<file path="src/rtl/kbd_pkg.sv">
// Shared types and scan-code constants for the PS/2 keyboard decoder.
package kbd_pkg;

    typedef enum logic [1:0] {
        IDLE,
        EXT,
        BRK,
        EXTBRK
    } kbd_state_t;

    typedef enum logic [1:0] {
        PH_CAPTURE,
        PH_POP,
        PH_GAP
    } kbd_phase_t;

    localparam logic [7:0] SC_EXT = 8'hE0;
    localparam logic [7:0] SC_BRK = 8'hF0;

endpackage

</file>
<file path="src/rtl/kbd_ascii_rom.sv">
// Scan-code set 2 to ASCII lookup (unshifted letters, digits, space, Enter).
// Only present in builds that define KBD_ASCII_EN.
`ifdef KBD_ASCII_EN
module kbd_ascii_rom (
    input  logic [7:0] code,
    output logic [7:0] ascii
);

    always_comb begin
        ascii = 8'h00;
        case (code)
            8'h1C: ascii = 8'h61; 8'h32: ascii = 8'h62; 8'h21: ascii = 8'h63;
            8'h23: ascii = 8'h64; 8'h24: ascii = 8'h65; 8'h2B: ascii = 8'h66;
            8'h34: ascii = 8'h67; 8'h33: ascii = 8'h68; 8'h43: ascii = 8'h69;
            8'h3B: ascii = 8'h6A; 8'h42: ascii = 8'h6B; 8'h4B: ascii = 8'h6C;
            8'h3A: ascii = 8'h6D; 8'h31: ascii = 8'h6E; 8'h44: ascii = 8'h6F;
            8'h4D: ascii = 8'h70; 8'h15: ascii = 8'h71; 8'h2D: ascii = 8'h72;
            8'h1B: ascii = 8'h73; 8'h2C: ascii = 8'h74; 8'h3C: ascii = 8'h75;
            8'h2A: ascii = 8'h76; 8'h1D: ascii = 8'h77; 8'h22: ascii = 8'h78;
            8'h35: ascii = 8'h79; 8'h1A: ascii = 8'h7A;
            8'h45: ascii = 8'h30; 8'h16: ascii = 8'h31; 8'h1E: ascii = 8'h32;
            8'h26: ascii = 8'h33; 8'h25: ascii = 8'h34; 8'h2E: ascii = 8'h35;
            8'h36: ascii = 8'h36; 8'h3D: ascii = 8'h37; 8'h3E: ascii = 8'h38;
            8'h46: ascii = 8'h39;
            8'h29: ascii = 8'h20;
            8'h5A: ascii = 8'h0D;
            default: ascii = 8'h00;
        endcase
    end

endmodule
`endif

</file>
<file path="src/rtl/kbd_decoder.sv">
// PS/2 scan-code decoder: pops bytes from the receiver FIFO and tracks make/break events.
// Define KBD_ASCII_EN to include the ASCII lookup; otherwise key_ascii is tied to zero.
module kbd_decoder #(
    parameter int CNT_W = 8
) (
    input  logic             clk,
    input  logic             resetn,
    input  logic [7:0]       ps2_data,
    input  logic             ps2_ready,
    output logic             ps2_nextdata_n,
    output logic             key_valid,
    output logic             key_release,
    output logic [7:0]       key_code,
    output logic             key_ext,
    output logic             key_down,
    output logic [7:0]       key_ascii,
    output logic [CNT_W-1:0] press_count
);
    import kbd_pkg::*;

    kbd_state_t       state_q, state_d;
    kbd_phase_t       phase_q, phase_d;
    logic             nextdata_n_d, valid_d, release_d, ext_d, down_d;
    logic [7:0]       code_d;
    logic [CNT_W-1:0] count_d;
    logic             is_prefix;

    assign is_prefix = (ps2_data == SC_EXT) || (ps2_data == SC_BRK);

    always_ff @(posedge clk or negedge resetn) begin
        if (!resetn) begin
            state_q <= IDLE;
            phase_q <= PH_CAPTURE;
        end else begin
            state_q <= state_d;
            phase_q <= phase_d;
        end
    end

    // Byte accepted in the capture phase is decoded at the same edge, so its
    // pop request and any event pulse appear together in the following cycle.
    always_comb begin
        state_d      = state_q;
        phase_d      = phase_q;
        nextdata_n_d = 1'b1;
        valid_d      = 1'b0;
        release_d    = 1'b0;
        code_d       = key_code;
        ext_d        = key_ext;
        down_d       = key_down;
        count_d      = press_count;
        unique case (phase_q)
            PH_CAPTURE: begin
                if (ps2_ready) begin
                    phase_d      = PH_POP;
                    nextdata_n_d = 1'b0;
                    unique case (state_q)
                        IDLE, EXT: begin
                            if (ps2_data == SC_EXT) begin
                                state_d = EXT;
                            end else if (ps2_data == SC_BRK) begin
                                state_d = (state_q == EXT) ? EXTBRK : BRK;
                            end else begin
                                state_d = IDLE;
                                if (!(key_down && ({state_q == EXT, ps2_data} == {key_ext, key_code}))) begin
                                    code_d  = ps2_data;
                                    ext_d   = (state_q == EXT);
                                    down_d  = 1'b1;
                                    valid_d = 1'b1;
                                    count_d = press_count + CNT_W'(1);
                                end
                            end
                        end
                        BRK, EXTBRK: begin
                            state_d = IDLE;
                            if (!is_prefix && key_down &&
                                ({state_q == EXTBRK, ps2_data} == {key_ext, key_code})) begin
                                down_d    = 1'b0;
                                release_d = 1'b1;
                            end
                        end
                    endcase
                end
            end
            PH_POP:  phase_d = PH_GAP;
            default: phase_d = PH_CAPTURE;
        endcase
    end

    always_ff @(posedge clk or negedge resetn) begin
        if (!resetn) begin
            ps2_nextdata_n <= 1'b1;
            key_valid      <= 1'b0;
            key_release    <= 1'b0;
            key_code       <= 8'h00;
            key_ext        <= 1'b0;
            key_down       <= 1'b0;
            press_count    <= '0;
        end else begin
            ps2_nextdata_n <= nextdata_n_d;
            key_valid      <= valid_d;
            key_release    <= release_d;
            key_code       <= code_d;
            key_ext        <= ext_d;
            key_down       <= down_d;
            press_count    <= count_d;
        end
    end

`ifdef KBD_ASCII_EN
    logic [7:0] rom_ascii;

    kbd_ascii_rom u_ascii_rom (
        .code  (key_code),
        .ascii (rom_ascii)
    );

    assign key_ascii = key_ext ? 8'h00 : rom_ascii;
`else
    assign key_ascii = 8'h00;
`endif

endmodule
</file>
<file path="config.mk">
export PLATFORM = sky130hd
export DESIGN_NAME = kbd_decoder
export DESIGN_NICKNAME = d
export VERILOG_FILES = /design/src/rtl/kbd_pkg.sv /design/src/rtl/kbd_ascii_rom.sv /design/src/rtl/kbd_decoder.sv
export SDC_FILE = /design/constraint.sdc
export NUM_CORES = 1
export LEC_CHECK = 0
export CAP_MARGIN = 20
export CORE_AREA = 2 2 61 63
export CTS_CLUSTER_DIAMETER = 120
export CTS_CLUSTER_SIZE = 40
export DETAILED_ROUTE_END_ITERATION = 16
export DIE_AREA = 0 0 63 65
export GPL_ROUTABILITY_DRIVEN = 0
export MAX_ROUTING_LAYER = met4
export PLACE_DENSITY = 0.71
export SKIP_CTS_REPAIR_TIMING = 1
export SLEW_MARGIN = 0
export SYNTH_ARGS = -nofsm -noshare
export SYNTH_HDL_FRONTEND = slang
export SYNTH_SLANG_ARGS = --single-unit
</file>
<file path="constraint.sdc">
create_clock -name clk -period 1.6 [get_ports clk]
set_input_delay 0.24 -clock clk [delete_from_list [all_inputs] [get_ports clk]]
set_output_delay 0.24 -clock clk [all_outputs]
set_load 0.1 [all_outputs]
</file>
==> flow_summary.json <==
{
  "dp.final_hpwl_um": 2100,
  "utilization_pct": 56.9,
  "placementRows": 22,
  "ioPinCount": 40,
  "worstPathRequired_ps": 1820,
  "vias_in_the_first_global_route": 984,
  "final_net_count": 162,
  "portion_of_total_power_attributed_to_sequential_cells_pct": 27.8,
  "synth_async_sr_flop_share_pct": 100,
  "synth.yosys.warnings": 0,
  "tritoncts_num_sinks": 25,
  "timing.critical_path.fanout_max": 8,
  "power_density_nw_per_um2": 1900,
  "grt_remaining_overflow": 0,
  "reg2regPathDepth": 5,
  "synth-compound-area-share_pct": 3.63,
  "achievable-frequency_mhz": 596,
  "max_cap_violations": 0,
  "final-max-slew-violation-count": 0,
  "post_synth_inst_count": 97,
  "cts_root_buf": "clkbuf_4",
  "route.detailed.wl_per_inst_um": 14.2,
  "vias": 902,
  "leakagePower_nw": 0.876,
  "post_place_cells": 192,
  "die_height_um": 65,
  "initial_utilization_pct": 34.5,
  "fraction_of_layout_instances_using_a_drive_strength_above_1_pct": 52.3,
  "worstHoldPathType": "in -> async",
  "vias_per_cell": 4.58,
  "crit_path_start_kind": "flip-flop",
  "failed_checks": "setup timing",
  "layoutNonFillerInstCount": 197,
  "grt_pass1_wl_um": 4500,
  "min_period_over_period_pct": 105,
  "worst_setup_slack_before_clock_tree_synthesis_ps": -358,
  "synth.avg_cell_area_um2": 12.4,
  "timing_hold_violations_final": 0,
  "rsz0062_at_grt": "yes",
  "comb_power_share_pct": 64.6,
  "post_synth_instance_area_um2": 1210,
  "muxShareOfSynthArea_pct": 9.95,
  "hold_ws_ps": 260,
  "peakVddDrop_uv": 1600,
  "most_frequent_standard_cell_in_the_layout_excluding_fill_and_tap_cells": "buf_12",
  "drt_total_wl_um": 2800,
  "grt_max_degree": 26,
  "insertion_delay_ps": 320,
  "port-buffer-count": 31,
  "critical_path_arrival_ps": 1900,
  "dominant_combinational_cell_family_by_area_after_synthesis": "simple AND/OR/NAND/NOR gates",
  "switching_power_w": 0.00192,
  "setup-violations-final": 15,
  "synth-seq-area-share_pct": 51.9,
  "area_delta_synth_final_pct": 64.9,
  "dieWidth_um": 63,
  "r2r-start": "key_code[6]",
  "route.antenna.remaining_nets": 0,
  "synth_edf_count": 0,
  "design.core.area_um2": 3500,
  "worst_setup_path_end_kind": "flip-flop",
  "tritoncts": "built",
  "dieArea_um2": 4100,
  "post_synth_top_flop": "dfrtp_1",
  "ctsLongestPathBuffers": 2,
  "post_synth_xor_area_fraction_pct": 11.6,
  "clock_skew_ps": 13.3,
  "postLayoutSetupSlackWorst_ps": -76.8,
  "postSynthRegisterBits": 25,
  "yosysUniqueCellTypes": 29,
  "internal_power_of_the_cells_w": 0.00187,
  "r2r-end": "press_count[5]",
  "number_of_antenna_violations_at_the_first_check_in_global_routing": 0,
  "synth_fa_ha_area_share_pct": 1.04,
  "cts.reportedPaths.clkPinSlew_ps": 150,
  "dr.pass1.iters": 4,
  "grt_use_total_pct": 14.4,
  "post-route-drc-count": 0,
  "pwr-share-clk_pct": 7.7,
  "rrSetupSlack_ps": -80,
  "crit_path_category": "reg -> reg",
  "drt_iter0_markers": 26,
  "final_period_minus_worst_setup_slack_ps": 1680,
  "cts_max_level": 1,
  "synth-simple-area-share_pct": 13.8,
  "diodes": 0,
  "layout.cells.most_common_list": "21 x buf_12, 19 x buf_4, 14 x dfrtp_1, 10 x xnor2_1, 10 x clkdlybuf4s50_1",
  "cts_inserted_buffers": 3,
  "sw_frac_of_total_pct": 50.6,
  "outcome": "complete, but fails checks"
}
-- cell families after synthesis --
group,Yosys count
and+or+nand+nor,28
DFF,25
xor gates and xnor gates,16
buffers and inverters,12
muxes,10
AOI/OAI and AO/OA,4
adders and majority gates,1
other,1
-- flip-flops by register name, summed over array words and instances, names as in the netlist --
register / flops
key_ext: 1
phase_q: 2
press_count: 8
key_code: 8
state_q: 2
key_down: 1
ps2_nextdata_n: 1
key_valid: 1
key_release: 1
-- worst max path at each step --
stage | from | endpoint | slack (ps) | cells past startpoint
floorplan | key_code[5] | press_count[5] | -260 | 6
global placement | ps2_data[0] | press_count[5] | -310 | 6
detailed placement | ps2_data[0] | press_count[6] | -360 | 6
CTS | key_code[0] | press_count[6] | -70 | 5
global route | key_code[6] | press_count[5] | -130 | 5
finish | key_code[6] | press_count[5] | -80 | 5
-- routing by layer --
metal	wire [um]	vias up	part of all wire [%]	GRT usage, %
met3	120	2	4.3	2.95
met4	12	0	0.43	5.28
met1	1140	450	41	16.3
met5	0	-	0	-
met2	1530	23	55	25.3
li1	-	427	-	-
-- cell usage after synthesis, drive strengths merged, types with 2 or more instances --
library cell	instances	share of area (%)
dfrtp	24	50
xnor2	13	9.4
buf	10	7.2
mux2	10	9.9
nand2	6	1.9
nand4	5	2.6
nor2	4	1.2
xor2	3	2.2
and2	2	1.1
and3	2	1.0
and4	2	1.5
inv	2	0.62
nand3	2	0.83
-- cell type report --
type                    instances  area [um2]
multi-input cells              67         559
clock inverters                 1        5.00
repair buffers                 51         674
well taps                      48        60.1
clock buffers                   3        22.5
flip-flops and latches         25         662
inverters                       2        7.51
fillers                       297        1510
-- metrics by stage --
step,total power [W],area [um2],TNS (ps)
2_1_floorplan,0.00249,1270,-1420
3_3_place_gp,0.00342,1910,-5180
3_5_place_dp,0.00345,1910,-6180
4_1_cts,0.00374,1930,-381
5_1_grt,0.00392,1990,-1270
6_report,0.00378,1990,-420
-- critical path, cell delays in order (launching register included) --
cell	delay [ps]
dfrtp_4	510
xnor2_2	140
nand4_1	170
o31a_4	430
and3_4	190
xor2_1	140
-- power by group through the flow --
| stage | logic, W | registers (W) | clock network [W] |
|---|---|---|---|
| floorplan | 0.000419 | 0.00207 | 0 |
| global placement | 0.00238 | 0.00104 | 0 |
| detailed placement | 0.00241 | 0.00104 | 0 |
| CTS | 0.00241 | 0.00104 | 0.000293 |
| global route | 0.00252 | 0.00108 | 0.000324 |
| finish | 0.00244 | 0.00105 | 0.000290 |
(Power assumes the default switching activity.)
